`config.mk`:
```
export PLATFORM = sky130hd
export DESIGN_NAME = bs_mul_arbiter_flat
export DESIGN_NICKNAME = d
export VERILOG_FILES = /design/src/rtl/bs_mul_if.sv /design/src/rtl/bs_mul_arbiter.sv /design/src/flat_wrapper.sv
export SDC_FILE = /design/constraint.sdc
export NUM_CORES = 1
export LEC_CHECK = 0
export ABC_AREA = 1
export BUFFER_PORTS_ARGS = -buffer_cell sky130_fd_sc_hd__buf_4
export CAP_MARGIN = 10
export CORE_MARGIN = 4
export CORE_UTILIZATION = 50
export CTS_CLUSTER_SIZE = 30
export DETAILED_ROUTE_END_ITERATION = 10
export GPL_TIMING_DRIVEN = 0
export PLACE_DENSITY = 0.79
export SETUP_SLACK_MARGIN = 0.1
export SLEW_MARGIN = 15
export SYNTH_ARGS = -nofsm -noshare
export SYNTH_HDL_FRONTEND = slang
export SYNTH_SLANG_ARGS = --single-unit
```
`constraint.sdc`:
```
create_clock -name i_clk -period 3.7 [get_ports i_clk]
set_clock_uncertainty 0.2 [all_clocks]
set_input_delay 0.555 -clock i_clk [delete_from_list [all_inputs] [get_ports i_clk]]
set_output_delay 0.555 -clock i_clk [all_outputs]
set_load 0.005 [all_outputs]
```
`src/rtl/bs_mul_if.sv`:
```
// Request/grant/result bundle between two requesters and the shared
// bit-serial multiplier.
interface bs_mul_if #(
  parameter int WIDTH = 8
);
  logic [1:0]         i_req;
  logic [WIDTH-1:0]   i_a0;
  logic [WIDTH-1:0]   i_b0;
  logic [WIDTH-1:0]   i_a1;
  logic [WIDTH-1:0]   i_b1;
  logic [1:0]         i_ack;
  logic [1:0]         o_gnt;
  logic [1:0]         o_valid;
  logic [2*WIDTH-1:0] o_result;
  logic               o_busy;

  modport master (
    output i_req, i_a0, i_b0, i_a1, i_b1, i_ack,
    input  o_gnt, o_valid, o_result, o_busy
  );

  modport slave (
    input  i_req, i_a0, i_b0, i_a1, i_b1, i_ack,
    output o_gnt, o_valid, o_result, o_busy
  );
endinterface

```
`src/rtl/bs_mul_arbiter.sv`:
```
// Shared WIDTH x WIDTH unsigned shift-add multiplier, one multiplier bit per
// clock, serving two requesters through a round-robin arbiter.
module bs_mul_arbiter #(
  parameter int WIDTH = 8
) (
  input logic     i_clk,
  input logic     i_rst,
  bs_mul_if.slave bus
);
  localparam int CNT_W = (WIDTH > 1) ? $clog2(WIDTH) : 1;
  localparam int PW    = 2 * WIDTH;

  typedef enum logic [1:0] {
    IDLE = 2'd0,
    CALC = 2'd1,
    DONE = 2'd2
  } state_t;

  state_t             state_q;
  logic               last_q;
  logic               owner_q;
  logic [CNT_W-1:0]   cnt_q;
  logic [WIDTH-1:0]   a_q;
  logic [WIDTH-1:0]   b_sh_q;
  logic [PW-1:0]      acc_q;
  logic [PW-1:0]      acc_d;
  logic [1:0]         gnt_q;
  logic [1:0]         valid_q;
  logic [PW-1:0]      result_q;
  logic               busy_q;
  logic               win_s;

  // Round-robin winner: a lone requester wins, a tie goes to the one not served last.
  always_comb begin
    win_s = 1'b0;
    case (bus.i_req)
      2'b01:   win_s = 1'b0;
      2'b10:   win_s = 1'b1;
      2'b11:   win_s = ~last_q;
      default: win_s = 1'b0;
    endcase
  end

  // Partial-product accumulation for the current multiplier bit.
  always_comb begin
    acc_d = acc_q;
    if (b_sh_q[0]) begin
      acc_d = acc_q + ({{WIDTH{1'b0}}, a_q} << cnt_q);
    end else begin
      acc_d = acc_q;
    end
  end

  // Arbitration / calculation / hold FSM with registered outputs.
  always_ff @(posedge i_clk) begin
    if (i_rst) begin
      state_q  <= IDLE;
      last_q   <= 1'b1;
      owner_q  <= 1'b0;
      cnt_q    <= '0;
      a_q      <= '0;
      b_sh_q   <= '0;
      acc_q    <= '0;
      gnt_q    <= 2'b00;
      valid_q  <= 2'b00;
      result_q <= '0;
      busy_q   <= 1'b0;
    end else begin
      case (state_q)
        IDLE: begin
          valid_q <= 2'b00;
          if (bus.i_req != 2'b00) begin
            a_q     <= win_s ? bus.i_a1 : bus.i_a0;
            b_sh_q  <= win_s ? bus.i_b1 : bus.i_b0;
            owner_q <= win_s;
            acc_q   <= '0;
            cnt_q   <= '0;
            gnt_q   <= win_s ? 2'b10 : 2'b01;
            busy_q  <= 1'b1;
            state_q <= CALC;
          end else begin
            gnt_q   <= 2'b00;
            busy_q  <= 1'b0;
          end
        end
        CALC: begin
          gnt_q  <= 2'b00;
          acc_q  <= acc_d;
          b_sh_q <= b_sh_q >> 1;
          cnt_q  <= cnt_q + CNT_W'(1);
          // Fixed WIDTH-cycle latency: no early exit on zero operands.
          if (cnt_q == CNT_W'(WIDTH - 1)) begin
            result_q <= acc_d;
            valid_q  <= owner_q ? 2'b10 : 2'b01;
            state_q  <= DONE;
          end else begin
            state_q  <= CALC;
          end
        end
        DONE: begin
          gnt_q <= 2'b00;
          if (bus.i_ack[owner_q]) begin
            valid_q <= 2'b00;
            last_q  <= owner_q;
            busy_q  <= 1'b0;
            state_q <= IDLE;
          end else begin
            state_q <= DONE;
          end
        end
        default: begin
          gnt_q   <= 2'b00;
          valid_q <= 2'b00;
          busy_q  <= 1'b0;
          state_q <= IDLE;
        end
      endcase
    end
  end

  assign bus.o_gnt    = gnt_q;
  assign bus.o_valid  = valid_q;
  assign bus.o_result = result_q;
  assign bus.o_busy   = busy_q;
endmodule

```
`src/flat_wrapper.sv`:
```
// flat-port wrapper written by rule: the top's interface ports become plain ports
module bs_mul_arbiter_flat 
#(
  parameter int WIDTH = 8
)
  (i_clk, i_rst, bus_i_req, bus_i_a0, bus_i_b0, bus_i_a1, bus_i_b1, bus_i_ack, bus_o_gnt, bus_o_valid, bus_o_result, bus_o_busy);
  bs_mul_if #(.WIDTH(WIDTH)) bus_i ();
  input logic i_clk;
  input logic i_rst;
  input wire logic [$bits(bus_i.i_req)-1:0] bus_i_req;
  input wire logic [$bits(bus_i.i_a0)-1:0] bus_i_a0;
  input wire logic [$bits(bus_i.i_b0)-1:0] bus_i_b0;
  input wire logic [$bits(bus_i.i_a1)-1:0] bus_i_a1;
  input wire logic [$bits(bus_i.i_b1)-1:0] bus_i_b1;
  input wire logic [$bits(bus_i.i_ack)-1:0] bus_i_ack;
  output wire logic [$bits(bus_i.o_gnt)-1:0] bus_o_gnt;
  output wire logic [$bits(bus_i.o_valid)-1:0] bus_o_valid;
  output wire logic [$bits(bus_i.o_result)-1:0] bus_o_result;
  output wire logic [$bits(bus_i.o_busy)-1:0] bus_o_busy;
  assign bus_i.i_req = bus_i_req;
  assign bus_i.i_a0 = bus_i_a0;
  assign bus_i.i_b0 = bus_i_b0;
  assign bus_i.i_a1 = bus_i_a1;
  assign bus_i.i_b1 = bus_i_b1;
  assign bus_i.i_ack = bus_i_ack;
  assign bus_o_gnt = bus_i.o_gnt;
  assign bus_o_valid = bus_i.o_valid;
  assign bus_o_result = bus_i.o_result;
  assign bus_o_busy = bus_i.o_busy;
  bs_mul_arbiter #(.WIDTH(WIDTH)) u_core (.i_clk(i_clk), .i_rst(i_rst), .bus(bus_i));
endmodule
```
==> impl_results.md <==
* Status: complete, no violations
* Capturing element type of the critical path: register
* Hold Vio Cnt, Final at 0
* Drt total wl at 9.941 mm
* H-tree depth at 3
* Avg WL per Cell at 13.10 um
* Post-synth EDFFs at 0
* Number of remaining DRC errors at 0
* Slew headroom at 62.61%
* VDD IR-drop max at 0.2876 mV
* Ys flop type: dfxtp_1
* Initial antenna violation count at 0
* Synth top area share at between 30% and 40%
* CP peak stage delay at between 0.4 and 0.5 ns
* Clock Latency Late Sink at roughly 0.33 ns
* Commonest cells after routing, fill and taps aside: nand2_1, inv_1, buf_4, dfxtp_1, o21ai_0
* Slew @ Worst Pin at 0.5608 ns
* Syn Area/Cell at 6.516 um^2
* Ranking of synthesized cells by area: dfxtp_1, nand2_1, inv_1
* Number of global-route vias before repair at 3,728
* Unrepaired setup endpoints after global routing: false
* Avg Vias per Cell at 5.174
* Worst-path cell chain: buf_2 > o21ai_0 > o21ai_0 > o21ai_0 > ha_1 > nand2_1 > nor2_2 > and2_1 > nand2_1 > nand2_1 > nand2_1 > nand2_1 > nand2_1 > o21bai_1 > inv_1
* TNS Setup at 0 ns
* CP most frequent cell: nand2_1
* Fmax at between 300 and 400 MHz
* Slowest stage cell, crit path: dfxtp_1
* Req. time, crit path at 3.73 ns
* Max-Cap Viols at 0
* Total CTS buffers at 9
* Core Util, Final at ~62%
* CP startpoint kind: register
* Largest net degree at the start of global routing at 11
* CORE AREA at 0.007331 mm^2
* Worst hold slack at 0.2621 ns
* Vias at 3,927
* Drt pass-1 iters at 5
* Final worst slack at 0.7265 ns
* Drt initial violations at 158
* Sequential-to-total area share from yosys stat at 31.45%
* Final period utilization at 80.37%
* Crit path DAT at 3.00 ns
* Final HPWL DP at 8.029 mm
* Final Critical Period at roughly 3.0 ns
* DP Worst Slack at 0.7623 ns
* Tot GR Track Use at 23.65%
* Overflow after GRT at 0
* IO buf count at 58
* CTS clk-pin slew, worst paths at 0.07 ns
* Area leader, netlist: dfxtp_1
* # rows at 31
* Fin. max-slew vios at 0
* Post-route antenna net violation count at 0
* Area growth syn-to-layout at 19.46%
* Initial Util at 52.09%
* Die ar. at 0.009099 mm^2
* Async SR Flop Fraction at 0%
* CP Class: reg -> reg
* Most common cell after layout, fill and taps aside: nand2_1
* Ys Warns at 0
* CTS resizes at 0
* NumNets Final at 711
* Clock Path Buffers at 2
* CTS tree: done
* GPL Wtd Cong at approximately 0.9
* Cts hold-fix bufs at 0
* Synth Net Count at between 600 and 700
* # setup viols final at 0
* Die Width at 95.39 um
* Post-Syn Area at 0.003819 mm^2
* Crit Path Max Fanout at 10
* Distinct cell type count of the synthesized netlist at 39
* Setup bufs post-CTS at 0
* Post-synthesis register bit count at 60
* First-pass GRT wire length at 16.96 mm
* Sink Count at 60
* Die Ht at 95.39 um
* # IOs at just under 60
* Clock tree root buffer cell: clkbuf_8
* Leak at 2.224 nW
* PD cells at 367.9 mW/mm^2
* Synthesized instance count at about 590
* Share of layout cells above drive strength 1 at 16.97%
* Min-Delay Path Class: in -> reg
* Ant diodes at 0
-- sequential cells by signal, indices dropped and copies added, names as in the netlist --
signal,cells
u_core.b_sh_q,8
u_core.bus.o_gnt,2
u_core.bus.o_result,16
u_core.state_q,2
u_core.cnt_q,3
u_core.bus.o_valid,2
u_core.a_q,8
u_core.acc_q,16
u_core.owner_q,1
u_core.bus.o_busy,1
u_core.last_q,1
-- cell usage after synthesis, types with 7 or more instances --
| library cell | instances |
|---|---|
| a31oi_1 | 12 |
| ha_1 | 17 |
| o21a_1 | 7 |
| clkbuf_1 | 8 |
| o21ai_0 | 38 |
| nand2_1 | 204 |
| or2_2 | 8 |
| nor2_1 | 25 |
| a21oi_1 | 35 |
| buf_2 | 9 |
| o21bai_1 | 9 |
| nand3_1 | 27 |
| inv_1 | 67 |
| dfxtp_1 | 60 |
-- area by class of cell --
type | instances | area (um^2)
timing repair buffer | 58 | 435.4
buffer | 21 | 112.6
multi-input combinational | 431 | 2227
clock buffer | 11 | 131.4
fill | 666 | 2769
tap | 99 | 123.9
clock inverter | 5 | 52.55
inverter | 74 | 277.8
sequential | 60 | 1201
-- power breakdown --
group          internal (mW)  switching [mW]
clock                  0.308           0.254
combinational          0.158           0.247
sequential             0.682          0.0302
total                   1.15           0.530
-- final timing paths --
| kind | startpoint | endpoint | slack, ns | cells after the start |
|---|---|---|---|---|
| min reg2reg | u_core.bus.o_result[1] | u_core.bus.o_result[1] | 0.26 | 2 |
| max reg2reg | u_core.cnt_q[0] | u_core.bus.o_result[15] | 0.73 | 15 |
| max | u_core.cnt_q[0] | u_core.bus.o_result[15] | 0.73 | 15 |
| min | i_rst | u_core.state_q[0] | 0.26 | 2 |
-- through the flow --
step                      cells  power, mW  cell area (um^2)
after floorplan             586      1.000              3819
after global placement      743      1.115              4378
after detailed placement    743      1.124              4378
after CTS                   759      1.677              4562
after global routing        759      1.769              4562
final                       759      1.678              4562
-- layer usage --
metal	track usage (%)	share of wire, %
met5	0	0
met4	8.768	2.3
met3	4.420	6.4
met2	37.78	45
met1	31.76	47
-- critical path, delay by kind of cell, from the launching register on --
family	cells	cell delay, ns
simple gates	8	0.75
fa+ha+maj	1	0.40
buf+inv	2	0.31
compound gates	4	0.75
flops	1	0.45
-- kinds of logic (layout without fill, tap and decap cells) --
| group | after synthesis | in the layout | synth area share [%] |
|---|---|---|---|
| and+or+nand+nor | 283 | 283 | 30.93 |
| AOI/OAI and AO/OA | 119 | 119 | 18.61 |
| buffers and inverters | 95 | 169 | 10.22 |
| DFF | 60 | 60 | 31.45 |
| adders and majority gates | 18 | 18 | 6.094 |
| xor gates and xnor gates | 6 | 6 | 1.376 |
| muxes | 5 | 5 | 1.311 |
(Power assumes the default switching activity.)
